`src/rtl/key_dispatch_pkg.sv`:
```
// Shared definitions for the key dispatcher: FSM states, client map, key width.
package key_dispatch_pkg;

  localparam int KEY_WIDTH   = 192;
  localparam int NUM_CLIENTS = 5;

  // Client index doubles as the ROM address holding that client's key.
  localparam int CLIENT_AES  = 0;
  localparam int CLIENT_JTAG = 1;
  localparam int CLIENT_ACM0 = 2;
  localparam int CLIENT_ACM1 = 3;
  localparam int CLIENT_ACM2 = 4;

  typedef enum logic [1:0] {
    IDLE  = 2'd0,
    READ  = 2'd1,
    RESP  = 2'd2,
    SCRUB = 2'd3
  } state_e;

endpackage

```
`src/rtl/key_dispatch_rr_arbiter.sv`:
```
// Combinational round-robin arbiter: the first requester at or after the
// pointer (wrapping) wins.
module key_dispatch_rr_arbiter #(
  parameter int NumClients = 5,
  localparam int IdxW = (NumClients > 1) ? $clog2(NumClients) : 1
) (
  input  logic [NumClients-1:0] req_i,
  input  logic [IdxW-1:0]       ptr_i,
  output logic [NumClients-1:0] gnt_o,
  output logic [IdxW-1:0]       idx_o,
  output logic                  any_o
);

  logic [2*NumClients-1:0] w_req_dbl;
  logic [NumClients-1:0]   w_rot;
  logic [IdxW-1:0]         w_off;
  logic [IdxW:0]           w_sum;

  // Rotating a doubled copy puts the pointer position at bit 0.
  assign w_req_dbl = {req_i, req_i};
  assign w_rot     = NumClients'(w_req_dbl >> ptr_i);
  assign any_o     = |w_rot;

  // Lowest set bit of the rotated vector is the winner's offset from the pointer.
  always_comb begin
    w_off = '0;
    for (int k = NumClients - 1; k >= 0; k--) begin
      if (w_rot[k]) begin
        w_off = IdxW'(k);
      end
    end
  end

  assign w_sum = {1'b0, w_off} + {1'b0, ptr_i};
  assign idx_o = (w_sum >= (IdxW+1)'(NumClients)) ? IdxW'(w_sum - (IdxW+1)'(NumClients))
                                                 : IdxW'(w_sum);
  assign gnt_o = any_o ? (NumClients'(1) << idx_o) : '0;

endmodule

```
`src/rtl/key_dispatch.sv`:
```
// Key dispatcher: arbitrates client key requests, reads the granted client's
// ROM slot, returns the key over valid/ready and scrubs the internal copy.
module key_dispatch
  import key_dispatch_pkg::*;
#(
  parameter int NumClients = NUM_CLIENTS,
  parameter int KeyWidth   = KEY_WIDTH,
  parameter logic [NumClients-1:0] ReadOnceMask = NumClients'(5'b00010),
  localparam int IdxW = (NumClients > 1) ? $clog2(NumClients) : 1
) (
  input  logic                  clk_i,
  input  logic                  rst_ni,
  input  logic [NumClients-1:0] req_valid_i,
  output logic [NumClients-1:0] req_ready_o,
  output logic [31:0]           rom_addr_o,
  input  logic [KeyWidth-1:0]   rom_rdata_i,
  output logic [KeyWidth-1:0]   key_o,
  output logic [NumClients-1:0] key_valid_o,
  output logic                  key_err_o,
  input  logic [NumClients-1:0] key_ready_i,
  output logic                  busy_o
);

  state_e                r_state;
  logic [IdxW-1:0]       r_rr_ptr;
  logic [IdxW-1:0]       r_grant;
  logic [KeyWidth-1:0]   r_key;
  logic                  r_err;
  logic [NumClients-1:0] r_used;

  logic [NumClients-1:0] w_arb_req;
  logic [NumClients-1:0] w_gnt;
  logic [IdxW-1:0]       w_idx;
  logic                  w_any;
  logic [NumClients-1:0] w_grant_onehot;
  logic                  w_in_idle;
  logic                  w_in_read;
  logic                  w_in_resp;
  logic                  w_resp_hs;
  logic                  w_ro_violation;
  logic [IdxW-1:0]       w_ptr_next;

  assign w_in_idle = (r_state == IDLE);
  assign w_in_read = (r_state == READ);
  assign w_in_resp = (r_state == RESP);

  // Requests are only looked at while idle; nothing is latched otherwise.
  assign w_arb_req = w_in_idle ? req_valid_i : '0;

  key_dispatch_rr_arbiter #(
    .NumClients(NumClients)
  ) u_arb (
    .req_i (w_arb_req),
    .ptr_i (r_rr_ptr),
    .gnt_o (w_gnt),
    .idx_o (w_idx),
    .any_o (w_any)
  );

  assign w_grant_onehot = NumClients'(1) << r_grant;
  assign w_resp_hs      = w_in_resp && |(key_ready_i & w_grant_onehot);
  assign w_ro_violation = |(ReadOnceMask & r_used & w_gnt);
  assign w_ptr_next     = (w_idx == IdxW'(NumClients - 1)) ? '0 : w_idx + 1'b1;

  assign req_ready_o = w_gnt;
  assign rom_addr_o  = w_in_read ? 32'(r_grant) : 32'd0;
  assign key_valid_o = w_in_resp ? w_grant_onehot : '0;
  assign key_o       = w_in_resp ? r_key : '0;
  assign key_err_o   = w_in_resp & r_err;
  assign busy_o      = !w_in_idle;

  // Grant, ROM fetch, response and scrub sequencing with the read-once ledger.
  always_ff @(posedge clk_i or negedge rst_ni) begin
    if (!rst_ni) begin
      r_state  <= IDLE;
      r_rr_ptr <= '0;
      r_grant  <= '0;
      r_key    <= '0;
      r_err    <= 1'b0;
      r_used   <= '0;
    end else begin
      case (r_state)
        IDLE: begin
          if (w_any) begin
            r_grant  <= w_idx;
            r_rr_ptr <= w_ptr_next;
            if (w_ro_violation) begin
              // Repeat request on a read-once slot: skip the ROM, answer with error.
              r_err   <= 1'b1;
              r_state <= RESP;
            end else begin
              r_err   <= 1'b0;
              r_state <= READ;
            end
          end
        end
        READ: begin
          r_key   <= rom_rdata_i;
          r_state <= RESP;
        end
        RESP: begin
          if (w_resp_hs) begin
            if (!r_err) begin
              r_used <= r_used | w_grant_onehot;
            end
            r_state <= SCRUB;
          end
        end
        SCRUB: begin
          r_key   <= '0;
          r_err   <= 1'b0;
          r_state <= IDLE;
        end
        default: r_state <= IDLE;
      endcase
    end
  end

endmodule

```
`config.mk`:
```
export PLATFORM = sky130hd
export DESIGN_NAME = key_dispatch
export DESIGN_NICKNAME = d
export VERILOG_FILES = /design/src/rtl/key_dispatch_pkg.sv /design/src/rtl/key_dispatch_rr_arbiter.sv /design/src/rtl/key_dispatch.sv
export SDC_FILE = /design/constraint.sdc
export NUM_CORES = 1
export LEC_CHECK = 0
export ABC_AREA = 1
export ABC_CLOCK_PERIOD_IN_PS = 5640
export BUFFER_PORTS_ARGS = -buffer_cell sky130_fd_sc_hd__buf_4
export CAP_MARGIN = 20
export CELL_PAD_IN_SITES_DETAIL_PLACEMENT = 1
export CELL_PAD_IN_SITES_GLOBAL_PLACEMENT = 1
export CORE_MARGIN = 2
export CORE_UTILIZATION = 31
export CTS_CLUSTER_DIAMETER = 100
export DETAILED_ROUTE_END_ITERATION = 6
export HOLD_SLACK_MARGIN = 0.05
export PLACE_DENSITY = 0.82
export SLEW_MARGIN = 20
export SYNTH_ARGS = -nofsm -noshare
export SYNTH_HDL_FRONTEND = slang
export SYNTH_SLANG_ARGS = --single-unit
```
`constraint.sdc`:
```
create_clock -name clk_i -period 5.64 [get_ports clk_i]
set_input_delay 1.41 -clock clk_i [delete_from_list [all_inputs] [get_ports clk_i]]
set_output_delay 1.41 -clock clk_i [all_outputs]
set_load 0.1 [all_outputs]
```
==> results of run 1 <==
-- routing by layer --
metal,part of all wire,wire length [microns],vias to the layer above
li1,-,-,5139
met1,0.38,15350,5312
met2,0.51,20490,325
met3,0.061,2441,103
met4,0.042,1662,0
met5,0,0,-
-- what timing repair did --
action / in CTS / in global routing
gates cloned: 1 / 0
endpoints found under the hold margin: 0 / 0
gates resized for setup: 75 / 12
setup endpoints to repair: 5 / 5
pin swaps: 24 / 3
buffers inserted: 11 / 2
-- area by class of cell --
class,count,area [sq um]
Fill cell,4249,18610
Sequential cell,202,5059
Multi-Input combinational cell,764,4146
Timing Repair Buffer,447,3542
Inverter,416,1579
Clock buffer,38,765.7
Tap cell,455,569.3
Clock inverter,9,185.2
-- cells in the mapped netlist, types with 4 or more instances --
| cell | n | area [sq um] |
|---|---|---|
| sky130_fd_sc_hd__a21oi_1 | 4 | 20.02 |
| sky130_fd_sc_hd__buf_4 | 32 | 240.2 |
| sky130_fd_sc_hd__clkbuf_1 | 87 | 326.6 |
| sky130_fd_sc_hd__dfrtp_1 | 202 | 5055 |
| sky130_fd_sc_hd__ha_1 | 15 | 187.7 |
| sky130_fd_sc_hd__inv_1 | 413 | 1550 |
| sky130_fd_sc_hd__nand2_1 | 246 | 923.4 |
| sky130_fd_sc_hd__nand2_2 | 4 | 25.02 |
| sky130_fd_sc_hd__nand3_1 | 231 | 1156 |
| sky130_fd_sc_hd__nand4_1 | 7 | 43.79 |
| sky130_fd_sc_hd__nor2_1 | 8 | 30.03 |
| sky130_fd_sc_hd__nor4_1 | 4 | 25.02 |
| sky130_fd_sc_hd__o21ai_0 | 197 | 986.0 |
-- cell usage in the layout, fill, tap and decap left out, types with 3 or more instances in the layout --
cell type and n:
sky130_fd_sc_hd__buf_4 428, sky130_fd_sc_hd__inv_1 403, sky130_fd_sc_hd__nand2_1 227, sky130_fd_sc_hd__nand3_1 215
sky130_fd_sc_hd__dfrtp_1 199, sky130_fd_sc_hd__o21ai_0 195, sky130_fd_sc_hd__conb_1 29, sky130_fd_sc_hd__clkbuf_16 26
sky130_fd_sc_hd__nand3_2 15, sky130_fd_sc_hd__nand2_2 11, sky130_fd_sc_hd__nand2_4 10, sky130_fd_sc_hd__ha_4 10
sky130_fd_sc_hd__buf_12 10, sky130_fd_sc_hd__clkbuf_8 8, sky130_fd_sc_hd__inv_4 7, sky130_fd_sc_hd__nand4_1 7
sky130_fd_sc_hd__inv_2 6, sky130_fd_sc_hd__buf_6 6, sky130_fd_sc_hd__nand3_4 5, sky130_fd_sc_hd__nor2_4 5
sky130_fd_sc_hd__clkbuf_1 5, sky130_fd_sc_hd__bufinv_16 5, sky130_fd_sc_hd__nor2_1 4, sky130_fd_sc_hd__nor4_1 4
sky130_fd_sc_hd__ha_1 4, sky130_fd_sc_hd__nand2_8 3, sky130_fd_sc_hd__nor3_1 3, sky130_fd_sc_hd__a21oi_1 3
sky130_fd_sc_hd__dfrtp_2 3
-- sequential cells by signal, summed over array words and instances (netlist names) --
signal	flops
r_state	2
r_grant	3
r_key	192
r_used	1
r_rr_ptr	3
r_err	1
-- worst max path at each step --
stage | end | slack (ps) | cells after the start
final | req_ready_o[3] | -230 | 22
after global routing | req_ready_o[3] | -300 | 22
after CTS | req_ready_o[1] | -50 | 21
after detailed placement | req_ready_o[3] | -380 | 22
after global placement | req_ready_o[3] | -150 | 22
after floorplan | req_ready_o[1] | -80 | 19
-- per-stage QoR --
stage | cells | util | TNS (ps) | cell area [sq um] | hold WS (ps)
2_1_floorplan | 1505 | - | -80.67 | 11090 | 453.7
3_3_place_gp | 2270 | 0.4177 | -523.3 | 14390 | 484.1
3_5_place_dp | 2270 | 0.4177 | -1537 | 14390 | 528.7
4_1_cts | 2329 | 0.4576 | -86.37 | 15770 | 541.2
5_1_grt | 2331 | 0.4599 | -1449 | 15850 | 552.8
6_report | 2331 | 0.4599 | -1008 | 15850 | 534.0
-- worst min-delay path: stages, from the launching register on --
cell                      delay [ps]
sky130_fd_sc_hd__dfrtp_1         370
sky130_fd_sc_hd__inv_1            50
sky130_fd_sc_hd__o21ai_0          70
-- cell families (layout without fill, tap and decap cells) --
family          count (synthesis)  after routing  share of synthesized area
other cells                     1             29                  0.0003464
compound gates                205            205                    0.09638
flops                         202            202                     0.4669
buf+inv                       539            910                     0.2019
fa+ha+maj                      16             16                    0.01918
xor+xnor                        3              3                   0.002427
simple gates                  511            511                     0.2129
==> flow_summary.html, run 1 <==
<table>
<tr><th>Metric</th><th>Value</th></tr>
<tr><th colspan="2">Outcome</th></tr>
<tr><td>Outcome</td><td>complete, but fails checks</td></tr>
<tr><td>Violated checks</td><td>setup timing</td></tr>
<tr><th colspan="2">Placed design</th></tr>
<tr><td>Detail Placement HPWL</td><td>25,730 microns</td></tr>
<tr><td>Setup WS pre-CTS</td><td>-380.7 ps</td></tr>
<tr><td>RePlAce Congestion</td><td>0.8118</td></tr>
<tr><td>IO buf count</td><td>410</td></tr>
<tr><th colspan="2">Global routing</th></tr>
<tr><td>Largest net degree at the start of global routing</td><td>a little under 200</td></tr>
<tr><td>Overall Global Routing Usage</td><td>0.2118</td></tr>
<tr><td>Met2 usage in global routing</td><td>0.3757</td></tr>
<tr><td>Global-route wire length before repair</td><td>62,000 microns</td></tr>
<tr><td>Via count of the first global-routing pass</td><td>11,559</td></tr>
<tr><td>Met3 global-route usage</td><td>0.04490</td></tr>
<tr><td>GRT busiest layer</td><td>met2</td></tr>
<tr><td>GRT met1 Usage</td><td>0.2444</td></tr>
<tr><td>Total global routing overflow</td><td>0</td></tr>
<tr><td>Initial antenna violation count</td><td>0</td></tr>
<tr><th colspan="2">Routing</th></tr>
<tr><td>Detail-routed net length per standard cell</td><td>approximately 17 microns</td></tr>
<tr><td>DR DRC count</td><td>0</td></tr>
<tr><td>Router iterations before antenna repair</td><td>4</td></tr>
<tr><td>Overall routed net length</td><td>39,950 microns</td></tr>
<tr><td>Via/cell ratio</td><td>about 4.7</td></tr>
<tr><td>Number of antenna-violating nets in the routed design</td><td>0</td></tr>
<tr><td>Starting DRT DRC Count</td><td>477</td></tr>
<tr><td>Via count</td><td>10,879</td></tr>
<tr><th colspan="2">Logic synthesis</th></tr>
<tr><td>Total standard cell area after synthesis</td><td>0.01083 sq mm</td></tr>
<tr><td>Ys flop type</td><td>sky130_fd_sc_hd__dfrtp_1</td></tr>
<tr><td>EDFF count, synth</td><td>0</td></tr>
<tr><td>Synth unique cells</td><td>32</td></tr>
<tr><td>Count of yosys warnings during synthesis</td><td>0</td></tr>
<tr><td>Sequential fraction of the synthesis area</td><td>0.4669</td></tr>
<tr><td>Flip-flop and latch count after synthesis</td><td>~200</td></tr>
<tr><td>Synthesized instance count</td><td>roughly 1,500</td></tr>
<tr><td>Fraction of registers with async set/reset</td><td>1.000</td></tr>
<tr><td>Avg Cell Area, Syn</td><td>roughly 7.3 sq um</td></tr>
<tr><th colspan="2">STA</th></tr>
<tr><td>Highest clock frequency the design can meet</td><td>between 150 and 200 MHz</td></tr>
<tr><td>Minimum setup slack in the final design</td><td>-233.6 ps</td></tr>
<tr><td>Tmin final</td><td>5874 ps</td></tr>
<tr><td>Setup repair after global routing missed its margin</td><td>yes</td></tr>
<tr><td>Setup-failing EPs final</td><td>5</td></tr>
<tr><td>Pin slew with the least headroom to its limit</td><td>1077 ps</td></tr>
<tr><td>Relative slew slack</td><td>0.2822</td></tr>
<tr><td>Post-Route Skew</td><td>7.912 ps</td></tr>
<tr><td>Number of hold violations in the final report</td><td>0</td></tr>
<tr><td>Part of the cycle the worst path needs</td><td>1.041</td></tr>
<tr><td>Count of final max-slew check failures</td><td>0</td></tr>
<tr><th colspan="2">CTS</th></tr>
<tr><td>Number of buffers created by CTS</td><td>26</td></tr>
<tr><td>Clock tree from TritonCTS</td><td>yes</td></tr>
<tr><td>Depth of the CTS H-tree</td><td>1</td></tr>
<tr><td>Clock insertion delay at the later pin of the skew report</td><td>530 ps</td></tr>
<tr><td>Clock Root Buffer</td><td>sky130_fd_sc_hd__clkbuf_16</td></tr>
<tr><td>Clk slew on worst S/H paths</td><td>around 60 ps</td></tr>
<tr><td>TritonCTS Sinks</td><td>202</td></tr>
<tr><td>Clock Path Buffers</td><td>3</td></tr>
<tr><td>CTS hold repair buffers</td><td>0</td></tr>
<tr><th colspan="2">Final layout</th></tr>
<tr><td>Layout overhead on the synthesized area</td><td>46.36%</td></tr>
<tr><td>Number of diodes added for antenna fixing</td><td>0</td></tr>
<tr><td>Nets@finish</td><td>2,077</td></tr>
<tr><td>Ratio of cells with drive above 1 in the final layout</td><td>0.3054</td></tr>
<tr><th colspan="2">Floorplanning</th></tr>
<tr><td>I/O pin count</td><td>440</td></tr>
<tr><td>Die Y</td><td>roughly 190 microns</td></tr>
<tr><td>Die Area</td><td>0.03644 sq mm</td></tr>
<tr><td>DIE WIDTH</td><td>190.9 microns</td></tr>
<tr><td>Effective utilization at floorplan</td><td>0.3142</td></tr>
<tr><td>Total number of placement rows</td><td>68</td></tr>
<tr><td>Core Footprint</td><td>0.03446 sq mm</td></tr>
<tr><th colspan="2">Worst setup path</th></tr>
<tr><td>Setup CP Type</td><td>input port to output pin</td></tr>
<tr><td>Worst R2R Start</td><td>r_state[0]</td></tr>
<tr><td>Depth of the worst register-to-register path</td><td>24</td></tr>
<tr><td>CP arrival</td><td>4460 ps</td></tr>
<tr><td>Reg2reg setup slack</td><td>1500 ps</td></tr>
<tr><td>Critical path, cell by cell</td><td>buf_8 &gt; nand2_8 &gt; nand2_4 &gt; nand3_4 &gt; nand3_2 &gt; nand2_2 &gt; nand3_2 &gt; a21oi_2 &gt; ha_2 &gt; fa_1 &gt; inv_2 &gt; ha_4 &gt; inv_4 &gt; o21ai_4 &gt; nand2_4 &gt; xor2_4 &gt; inv_4 &gt; ha_4 &gt; ha_4 &gt; inv_2 &gt; nor2_4 &gt; buf_12</td></tr>
<tr><td>Cell family with the largest share of critical-path delay</td><td>adder cells</td></tr>
<tr><td>Worst EP required</td><td>4230 ps</td></tr>
<tr><td>Type of element capturing the critical path</td><td>output pin</td></tr>
<tr><td>Reg-to-reg critical path endpoint</td><td>r_state[0]</td></tr>
<tr><td>Highest fanout seen on the critical path</td><td>4</td></tr>
<tr><td>Max stage delay on crit path</td><td>roughly 460 ps</td></tr>
<tr><td>First element of the critical path</td><td>req_valid_i[3]</td></tr>
<tr><td>Number of buffer and inverter instances along the worst setup path</td><td>6</td></tr>
<tr><td>Slowest library cell on the worst path</td><td>sky130_fd_sc_hd__fa_1</td></tr>
<tr><td>Cell mode on critical path</td><td>sky130_fd_sc_hd__ha_4</td></tr>
<tr><td>Critical path launch point type</td><td>input port</td></tr>
<tr><th colspan="2">Hold path</th></tr>
<tr><td>Hold crit path type</td><td>register to register</td></tr>
<tr><td>Hold-critical path depth</td><td>2</td></tr>
<tr><td>Startpoint of the tightest hold check path</td><td>r_key[183]</td></tr>
<tr><td>Hold Path Sink</td><td>r_key[183]</td></tr>
<tr><th colspan="2">Run</th></tr>
<tr><td>Max-cap check violation count</td><td>0</td></tr>
</table>
Power of run 1 is not shown: default switching activity piles up to over one toggle a cycle in this logic, so the estimate is an artifact.
==> run 2: changes to the inputs <==
Settings changed: PLACE_DENSITY 0.82 to 0.79, REMOVE_ABC_BUFFERS set to 1.
==> flow_summary.html, run 2 (synthesized netlist as in run 1, its figures left out) <==
<table>
<tr><th>Metric</th><th>Value</th></tr>
<tr><th colspan="2">Final layout</th></tr>
<tr><td>Number of diodes added for antenna fixing</td><td>0 (unchanged)</td></tr>
<tr><td>Largest registers in the final layout</td><td>r_key (192), r_grant (3), r_rr_ptr (3) (unchanged)</td></tr>
<tr><td>Leading cell type in the layout, fill and taps excluded</td><td>sky130_fd_sc_hd__buf_4 (unchanged)</td></tr>
<tr><td>Nets@finish</td><td>2,088 (was 2,077)</td></tr>
<tr><td>Area of combinational cells with multiple inputs</td><td>0.004136 sq mm (was 0.004146 sq mm)</td></tr>
<tr><td>Final core utilization</td><td>0.4569 (was 0.4599)</td></tr>
<tr><td>Layout overhead on the synthesized area</td><td>45.41% (was 46.36%)</td></tr>
<tr><td>Final standard cell count with taps included and fillers excluded</td><td>2,341 (was 2,331)</td></tr>
<tr><td>Finished layout cell area</td><td>0.01574 sq mm (was 0.01585 sq mm)</td></tr>
<tr><td>Ratio of cells with drive above 1 in the final layout</td><td>0.3075 (was 0.3054)</td></tr>
<tr><td>Number of inserted filler cells in the final layout</td><td>4,269 (was 4,249)</td></tr>
<tr><td>Flip-flop count of the largest register after layout</td><td>192 (unchanged)</td></tr>
<tr><td>Largest reg by FF count</td><td>r_key (unchanged)</td></tr>
<tr><td>Commonest cells after routing, fill and taps aside</td><td>439 x sky130_fd_sc_hd__buf_4, 405 x sky130_fd_sc_hd__inv_1, 225 x sky130_fd_sc_hd__nand2_1 (was 428 x sky130_fd_sc_hd__buf_4, 403 x sky130_fd_sc_hd__inv_1, 227 x sky130_fd_sc_hd__nand2_1)</td></tr>
<tr><td>Sequential standard cell area</td><td>0.005056 sq mm (was 0.005059 sq mm)</td></tr>
<tr><th colspan="2">Worst setup path</th></tr>
<tr><td>Worst R2R Start</td><td>r_state[0] (unchanged)</td></tr>
<tr><td>Max stage delay on crit path</td><td>490 ps (was 460 ps)</td></tr>
<tr><td>Number of buffer and inverter instances along the worst setup path</td><td>7 (was 6)</td></tr>
<tr><td>Cell family with the largest share of critical-path delay</td><td>adder cells (unchanged)</td></tr>
<tr><td>Reg-to-reg critical path endpoint</td><td>r_state[0] (unchanged)</td></tr>
<tr><td>Reg2reg setup slack</td><td>1340 ps (was 1500 ps)</td></tr>
<tr><td>Critical path launch point type</td><td>input port (unchanged)</td></tr>
<tr><td>Cell mode on critical path</td><td>sky130_fd_sc_hd__inv_4 (was sky130_fd_sc_hd__ha_4)</td></tr>
<tr><td>Critical path, cell by cell</td><td>buf_6 &gt; buf_4 &gt; nand3_2 &gt; nand3_1 &gt; nand3_1 &gt; nand2_2 &gt; a21oi_2 &gt; ha_2 &gt; fa_2 &gt; inv_4 &gt; ha_4 &gt; inv_4 &gt; o21ai_4 &gt; nand2_4 &gt; xor2_4 &gt; inv_2 &gt; ha_4 &gt; inv_4 &gt; nor3_4 &gt; buf_12 (was buf_8 &gt; nand2_8 &gt; nand2_4 &gt; nand3_4 &gt; nand3_2 &gt; nand2_2 &gt; nand3_2 &gt; a21oi_2 &gt; ha_2 &gt; fa_1 &gt; inv_2 &gt; ha_4 &gt; inv_4 &gt; o21ai_4 &gt; nand2_4 &gt; xor2_4 &gt; inv_4 &gt; ha_4 &gt; ha_4 &gt; inv_2 &gt; nor2_4 &gt; buf_12)</td></tr>
<tr><td>Slowest library cell on the worst path</td><td>sky130_fd_sc_hd__fa_2 (was sky130_fd_sc_hd__fa_1)</td></tr>
<tr><td>Worst EP required</td><td>4230 ps (about the same)</td></tr>
<tr><td>Type of element capturing the critical path</td><td>output pin (unchanged)</td></tr>
<tr><td>Setup CP Type</td><td>input port to output pin (unchanged)</td></tr>
<tr><td>Highest fanout seen on the critical path</td><td>4 (unchanged)</td></tr>
<tr><td>Depth of the worst register-to-register path</td><td>24 (unchanged)</td></tr>
<tr><td>CP arrival</td><td>4490 ps (was 4460 ps)</td></tr>
<tr><th colspan="2">Floorplanning</th></tr>
<tr><td>I/O pin count</td><td>440 (unchanged)</td></tr>
<tr><td>Effective utilization at floorplan</td><td>0.3142 (unchanged)</td></tr>
<tr><td>Die Y</td><td>190.9 microns (unchanged)</td></tr>
<tr><td>Core Footprint</td><td>0.03446 sq mm (unchanged)</td></tr>
<tr><td>DIE WIDTH</td><td>190.9 microns (unchanged)</td></tr>
<tr><td>Die Area</td><td>0.03644 sq mm (unchanged)</td></tr>
<tr><td>Total number of placement rows</td><td>68 (unchanged)</td></tr>
<tr><th colspan="2">CTS</th></tr>
<tr><td>Clock Path Buffers</td><td>3 (unchanged)</td></tr>
<tr><td>Clk slew on worst S/H paths</td><td>60 ps (about the same)</td></tr>
<tr><td>TritonCTS Sinks</td><td>202 (unchanged)</td></tr>
<tr><td>Clock tree from TritonCTS</td><td>yes (unchanged)</td></tr>
<tr><td>Clock insertion delay at the later pin of the skew report</td><td>530 ps (about the same)</td></tr>
<tr><td>Clock Root Buffer</td><td>sky130_fd_sc_hd__clkbuf_16 (unchanged)</td></tr>
<tr><td>Number of buffers created by CTS</td><td>25 (was 26)</td></tr>
<tr><td>CTS hold repair buffers</td><td>0 (unchanged)</td></tr>
<tr><td>Depth of the CTS H-tree</td><td>1 (unchanged)</td></tr>
<tr><th colspan="2">Global routing</th></tr>
<tr><td>Total global routing overflow</td><td>0 (unchanged)</td></tr>
<tr><td>Initial antenna violation count</td><td>0 (unchanged)</td></tr>
<tr><td>Via count of the first global-routing pass</td><td>11,423 (was 11,559)</td></tr>
<tr><td>Largest net degree at the start of global routing</td><td>138 (was 195)</td></tr>
<tr><td>GRT busiest layer</td><td>met2 (unchanged)</td></tr>
<tr><td>Global-route wire length before repair</td><td>62,350 microns (was 62,000 microns)</td></tr>
<tr><td>Met2 usage in global routing</td><td>0.3690 (was 0.3757)</td></tr>
<tr><td>GRT met1 Usage</td><td>0.2616 (was 0.2444)</td></tr>
<tr><td>Overall Global Routing Usage</td><td>0.2122 (was 0.2118)</td></tr>
<tr><td>Met3 global-route usage</td><td>0.03681 (was 0.04490)</td></tr>
<tr><th colspan="2">STA</th></tr>
<tr><td>Minimum setup slack in the final design</td><td>-259.4 ps (was -233.6 ps)</td></tr>
<tr><td>Relative slew slack</td><td>0.2572 (was 0.2822)</td></tr>
<tr><td>Number of hold violations in the final report</td><td>0 (unchanged)</td></tr>
<tr><td>Count of final max-slew check failures</td><td>0 (unchanged)</td></tr>
<tr><td>Part of the cycle the worst path needs</td><td>1.046 (was 1.041)</td></tr>
<tr><td>Highest clock frequency the design can meet</td><td>169.5 MHz (was 170.3 MHz)</td></tr>
<tr><td>Setup-failing EPs final</td><td>5 (unchanged)</td></tr>
<tr><td>Tmin final</td><td>5899 ps (was 5874 ps)</td></tr>
<tr><td>Setup repair after global routing missed its margin</td><td>yes (unchanged)</td></tr>
<tr><td>Post-Route Skew</td><td>10.59 ps (was 7.912 ps)</td></tr>
<tr><td>Pin slew with the least headroom to its limit</td><td>1114 ps (was 1077 ps)</td></tr>
<tr><th colspan="2">Hold path</th></tr>
<tr><td>Startpoint of the tightest hold check path</td><td>r_err (was r_key[183])</td></tr>
<tr><td>Hold-critical path depth</td><td>1 (was 2)</td></tr>
<tr><td>Hold Path Sink</td><td>r_used[1] (was r_key[183])</td></tr>
<tr><td>Hold crit path type</td><td>register to register (unchanged)</td></tr>
<tr><th colspan="2">Routing</th></tr>
<tr><td>Starting DRT DRC Count</td><td>467 (was 477)</td></tr>
<tr><td>DR DRC count</td><td>0 (unchanged)</td></tr>
<tr><td>Overall routed net length</td><td>40,890 microns (was 39,950 microns)</td></tr>
<tr><td>Via/cell ratio</td><td>4.732 (was 4.667)</td></tr>
<tr><td>Detail-routed net length per standard cell</td><td>17.47 microns (was 17.14 microns)</td></tr>
<tr><td>Number of antenna-violating nets in the routed design</td><td>0 (unchanged)</td></tr>
<tr><td>Router iterations before antenna repair</td><td>4 (unchanged)</td></tr>
<tr><td>Via count</td><td>11,077 (was 10,879)</td></tr>
<tr><th colspan="2">Outcome</th></tr>
<tr><td>Outcome</td><td>complete, but fails checks (unchanged)</td></tr>
<tr><td>Violated checks</td><td>setup timing (unchanged)</td></tr>
<tr><th colspan="2">Placed design</th></tr>
<tr><td>Cell Count Post-Placement</td><td>2,286 (was 2,270)</td></tr>
<tr><td>Detail Placement HPWL</td><td>26,760 microns (was 25,730 microns)</td></tr>
<tr><td>Area of placed instances</td><td>0.01433 sq mm (was 0.01439 sq mm)</td></tr>
<tr><td>RePlAce Congestion</td><td>0.8115 (was 0.8118)</td></tr>
<tr><td>IO buf count</td><td>410 (unchanged)</td></tr>
<tr><th colspan="2">Run</th></tr>
<tr><td>Max-cap check violation count</td><td>0 (unchanged)</td></tr>
</table>
-- run 2: cell types whose count changed in the layout (fill, tap and decap cells not counted), moves of 4 or more --
cell and change:
sky130_fd_sc_hd__buf_4 +11, sky130_fd_sc_hd__buf_6 +4, sky130_fd_sc_hd__bufinv_16 -5, sky130_fd_sc_hd__nand2_4 +4
-- run 2: per-layer routing --
layer  vias up  wire length, microns
met2       371                 20540
met1      5438                 16140
met4         0                  1662
met5         -                     0
li1       5165                     -
met3       103                  2543
-- run 2: how the worst max path moves through the flow --
stage	start	cells after the start	to	slack (ps)
2_1_floorplan	r_state[0]	4	key_valid_o[0]	-3060
3_3_place_gp	req_valid_i[2]	21	req_ready_o[1]	-440
3_5_place_dp	req_valid_i[2]	21	req_ready_o[1]	-690
4_1_cts	req_valid_i[3]	21	req_ready_o[1]	-130
5_1_grt	req_valid_i[2]	21	req_ready_o[3]	-340
6_report	req_valid_i[2]	20	req_ready_o[1]	-260
-- run 2: what timing repair did --
action	4_1_cts	5_1_grt
gates resized for setup	104	25
pin swaps	26	16
endpoints found under the setup margin	5	5
buffers inserted	5	5
hold endpoints to repair	0	0
-- run 2: area by class of cell --
class	count	area share
tap	455	0.03616
timing repair buffer	459	0.2285
sequential	202	0.3212
inverter	416	0.1003
clock inverter	5	0.002066
clock buffer	40	0.04904
multi-input combinational	764	0.2628
-- run 2: per-stage QoR --
| step | setup TNS, ps | hold WS [ps] | setup WS [ps] |
|---|---|---|---|
| 6_report | -1093 | 524.6 | -259.4 |
| 5_1_grt | -1474 | 551.9 | -338.7 |
| 4_1_cts | -535.6 | 516.4 | -130.1 |
| 3_5_place_dp | -3045 | 500.7 | -686.8 |
| 3_3_place_gp | -1858 | 492.9 | -438.5 |
| 2_1_floorplan | -113220 | 453.7 | -3061 |
Power of run 2 is left out for the same reason.
==> run 3: changes to the inputs <==
Settings changed: ABC_CLOCK_PERIOD_IN_PS 5640 to 5060, SKIP_CTS_REPAIR_TIMING set to 1.
Clock period 5.64 ns to 5.06 ns, I/O delays scaled along.
==> flow_summary.html, run 3 (synthesized netlist as in run 1, its figures left out) <==
<table>
<tr><th>Metric</th><th>Value</th></tr>
<tr><th colspan="2">Global routing</th></tr>
<tr><td>Via count of the first global-routing pass</td><td>11,478 (was 11,423)</td></tr>
<tr><td>Overall Global Routing Usage</td><td>0.2048 (was 0.2122)</td></tr>
<tr><td>Initial antenna violation count</td><td>1 (was 0)</td></tr>
<tr><td>Global-route wire length before repair</td><td>60,120 microns (was 62,350 microns)</td></tr>
<tr><td>Total global routing overflow</td><td>0 (unchanged)</td></tr>
<tr><td>Largest net degree at the start of global routing</td><td>108 (was 138)</td></tr>
<tr><th colspan="2">Hold path</th></tr>
<tr><td>Startpoint of the tightest hold check path</td><td>r_used[1] (was r_err)</td></tr>
<tr><td>Hold-critical path depth</td><td>2 (was 1)</td></tr>
<tr><td>Hold crit path type</td><td>register to register (unchanged)</td></tr>
<tr><td>Hold Path Sink</td><td>r_used[1] (unchanged)</td></tr>
<tr><th colspan="2">Floorplanning</th></tr>
<tr><td>DIE WIDTH</td><td>190.9 microns (unchanged)</td></tr>
<tr><td>Total number of placement rows</td><td>68 (unchanged)</td></tr>
<tr><td>Core Footprint</td><td>0.03446 sq mm (unchanged)</td></tr>
<tr><td>I/O pin count</td><td>440 (unchanged)</td></tr>
<tr><td>Effective utilization at floorplan</td><td>0.3142 (unchanged)</td></tr>
<tr><td>Die Y</td><td>190.9 microns (unchanged)</td></tr>
<tr><td>Die Area</td><td>0.03644 sq mm (unchanged)</td></tr>
<tr><th colspan="2">Routing</th></tr>
<tr><td>Number of antenna-violating nets in the routed design</td><td>0 (unchanged)</td></tr>
<tr><td>Starting DRT DRC Count</td><td>453 (was 467)</td></tr>
<tr><td>Router iterations before antenna repair</td><td>4 (unchanged)</td></tr>
<tr><td>Detail-routed net length per standard cell</td><td>17.22 microns (was 17.47 microns)</td></tr>
<tr><td>Via count</td><td>10,878 (was 11,077)</td></tr>
<tr><td>Overall routed net length</td><td>40,260 microns (was 40,890 microns)</td></tr>
<tr><td>Via/cell ratio</td><td>4.653 (was 4.732)</td></tr>
<tr><td>DR DRC count</td><td>0 (unchanged)</td></tr>
<tr><th colspan="2">Outcome</th></tr>
<tr><td>Outcome</td><td>complete, but fails checks (unchanged)</td></tr>
<tr><td>Violated checks</td><td>setup timing (unchanged)</td></tr>
<tr><th colspan="2">Placed design</th></tr>
<tr><td>Detail Placement HPWL</td><td>26,510 microns (was 26,760 microns)</td></tr>
<tr><td>RePlAce Congestion</td><td>0.8441 (was 0.8115)</td></tr>
<tr><td>IO buf count</td><td>410 (unchanged)</td></tr>
<tr><th colspan="2">STA</th></tr>
<tr><td>Relative slew slack</td><td>0.3564 (was 0.2572)</td></tr>
<tr><td>Setup-failing EPs final</td><td>5 (unchanged)</td></tr>
<tr><td>Setup repair after global routing missed its margin</td><td>yes (unchanged)</td></tr>
<tr><td>Post-Route Skew</td><td>11.54 ps (was 10.59 ps)</td></tr>
<tr><td>Tmin final</td><td>5568 ps</td></tr>
<tr><td>Part of the cycle the worst path needs</td><td>1.100</td></tr>
<tr><td>Count of final max-slew check failures</td><td>0 (unchanged)</td></tr>
<tr><td>Pin slew with the least headroom to its limit</td><td>965.4 ps (was 1114 ps)</td></tr>
<tr><td>Minimum setup slack in the final design</td><td>-507.6 ps (was -259.4 ps)</td></tr>
<tr><td>Highest clock frequency the design can meet</td><td>179.6 MHz</td></tr>
<tr><td>Number of hold violations in the final report</td><td>0 (unchanged)</td></tr>
<tr><th colspan="2">Worst setup path</th></tr>
<tr><td>Type of element capturing the critical path</td><td>output pin (unchanged)</td></tr>
<tr><td>Worst R2R Start</td><td>r_state[1] (was r_state[0])</td></tr>
<tr><td>Critical path launch point type</td><td>input port (unchanged)</td></tr>
<tr><td>Reg2reg setup slack</td><td>1110 ps (was 1340 ps)</td></tr>
<tr><td>Max stage delay on crit path</td><td>460 ps (was 490 ps)</td></tr>
<tr><td>Setup CP Type</td><td>input port to output pin (unchanged)</td></tr>
<tr><td>Depth of the worst register-to-register path</td><td>24 (unchanged)</td></tr>
<tr><td>Reg-to-reg critical path endpoint</td><td>r_state[0] (unchanged)</td></tr>
<tr><td>Slowest library cell on the worst path</td><td>sky130_fd_sc_hd__fa_2 (unchanged)</td></tr>
<tr><td>Worst EP required</td><td>3800 ps (was 4230 ps)</td></tr>
<tr><td>Highest fanout seen on the critical path</td><td>4 (unchanged)</td></tr>
<tr><td>Critical path, cell by cell</td><td>buf_4 &gt; nand2_4 &gt; nand2_4 &gt; nand3_4 &gt; nand3_2 &gt; nand2_2 &gt; nand3_2 &gt; a21oi_2 &gt; ha_2 &gt; fa_2 &gt; inv_2 &gt; ha_4 &gt; inv_4 &gt; o21ai_4 &gt; nand2_4 &gt; xor2_4 &gt; inv_4 &gt; ha_4 &gt; ha_4 &gt; inv_2 &gt; nor2_4 &gt; buf_12 (was buf_6 &gt; buf_4 &gt; nand3_2 &gt; nand3_1 &gt; nand3_1 &gt; nand2_2 &gt; a21oi_2 &gt; ha_2 &gt; fa_2 &gt; inv_4 &gt; ha_4 &gt; inv_4 &gt; o21ai_4 &gt; nand2_4 &gt; xor2_4 &gt; inv_2 &gt; ha_4 &gt; inv_4 &gt; nor3_4 &gt; buf_12)</td></tr>
<tr><td>CP arrival</td><td>4300 ps (was 4490 ps)</td></tr>
<tr><th colspan="2">Final layout</th></tr>
<tr><td>Number of inserted filler cells in the final layout</td><td>4,252 (was 4,269)</td></tr>
<tr><td>Final core utilization</td><td>0.4568 (was 0.4569)</td></tr>
<tr><td>Largest reg by FF count</td><td>r_key (unchanged)</td></tr>
<tr><td>Nets@finish</td><td>2,084 (was 2,088)</td></tr>
<tr><td>Commonest cells after routing, fill and taps aside</td><td>437 x sky130_fd_sc_hd__buf_4, 403 x sky130_fd_sc_hd__inv_1, 229 x sky130_fd_sc_hd__nand2_1 (was 439 x sky130_fd_sc_hd__buf_4, 405 x sky130_fd_sc_hd__inv_1, 225 x sky130_fd_sc_hd__nand2_1)</td></tr>
<tr><td>Leading cell type in the layout, fill and taps excluded</td><td>sky130_fd_sc_hd__buf_4 (unchanged)</td></tr>
<tr><td>Ratio of cells with drive above 1 in the final layout</td><td>0.3061 (was 0.3075)</td></tr>
<tr><td>Flip-flop count of the largest register after layout</td><td>192 (unchanged)</td></tr>
<tr><td>Layout overhead on the synthesized area</td><td>45.37% (was 45.41%)</td></tr>
<tr><td>Largest registers in the final layout</td><td>r_key (192), r_grant (3), r_rr_ptr (3) (unchanged)</td></tr>
<tr><th colspan="2">CTS</th></tr>
<tr><td>Clock Root Buffer</td><td>sky130_fd_sc_hd__clkbuf_16 (unchanged)</td></tr>
<tr><td>Number of buffers created by CTS</td><td>25 (unchanged)</td></tr>
<tr><td>Clk slew on worst S/H paths</td><td>60 ps (about the same)</td></tr>
<tr><td>Clock insertion delay at the later pin of the skew report</td><td>530 ps (about the same)</td></tr>
<tr><td>TritonCTS Sinks</td><td>202 (unchanged)</td></tr>
<tr><td>Depth of the CTS H-tree</td><td>1 (unchanged)</td></tr>
<tr><td>Clock Path Buffers</td><td>3 (unchanged)</td></tr>
<tr><td>Clock tree from TritonCTS</td><td>yes (unchanged)</td></tr>
<tr><th colspan="2">Run</th></tr>
<tr><td>Max-cap check violation count</td><td>0 (unchanged)</td></tr>
</table>
-- run 3: cell count changes in the layout (fill, tap and decap cells not counted), moves of 3 or more --
| cell | change |
|---|---|
| sky130_fd_sc_hd__nand2_1 | +4 |
| sky130_fd_sc_hd__bufinv_16 | +4 |
| sky130_fd_sc_hd__clkbuf_8 | -5 |
| sky130_fd_sc_hd__nand3_2 | +3 |
| sky130_fd_sc_hd__buf_6 | -6 |
| sky130_fd_sc_hd__inv_2 | +3 |
| sky130_fd_sc_hd__clkinv_2 | +3 |
| sky130_fd_sc_hd__nand2_4 | -4 |
-- run 3: per-layer routing --
| layer | up-vias | track usage | part of all wire |
|---|---|---|---|
| met2 | 361 | 0.3641 | 0.51 |
| met1 | 5260 | 0.2452 | 0.39 |
| met3 | 97 | 0.03938 | 0.064 |
| met5 | - | 0 | 0 |
| met4 | 0 | 0.07275 | 0.038 |
| li1 | 5160 | - | - |
-- run 3: final cells by class --
cell class	instances	area, sq um	area share
multi-input cells	764	4078	0.2591
well taps	455	569.3	0.03617
flip-flops and latches	202	5055	0.3212
clock inverters	12	167.7	0.01065
diodes	1	2.502	0.0001590
inverters	416	1577	0.1002
clock buffers	33	695.7	0.04420
repair buffers	455	3595	0.2284
-- run 3: worst max-delay path by stage --
stage / start / end / slack, ps / cells past startpoint
6_report: req_valid_i[4] / req_ready_o[3] / -510 / 22
5_1_grt: req_valid_i[4] / req_ready_o[3] / -620 / 22
4_1_cts: req_valid_i[2] / req_ready_o[1] / -1020 / 21
3_3_place_gp: req_valid_i[2] / req_ready_o[1] / -730 / 21
3_5_place_dp: req_valid_i[2] / req_ready_o[1] / -970 / 21
2_1_floorplan: r_state[0] / key_valid_o[0] / -3500 / 4
-- run 3: critical path: cells and delay by family --
family / cells / cell delay, ps
xor gates and xnor gates: 1 / 280
adders and majority gates: 5 / 1140
and+or+nand+nor: 8 / 670
buffers and inverters: 6 / 580
AOI/OAI and AO/OA: 2 / 320
-- run 3: stage by stage --
| stage | cell area [sq um] | setup slack, ps | hold slack [ps] | setup TNS (ps) | std cells |
|---|---|---|---|---|---|
| finish | 15740 | -507.6 | 520.1 | -2383 | 2338 |
| global route | 15740 | -622.6 | 536.5 | -2928 | 2338 |
| CTS | 15200 | -1017 | 500.3 | -4806 | 2329 |
| detailed placement | 14340 | -972.4 | 517.8 | -4583 | 2284 |
| global placement | 14340 | -734.8 | 493.1 | -3302 | 2284 |
| floorplan | 10310 | -3496 | 453.7 | -313470 | 1382 |
Power of run 3 is left out for the same reason.
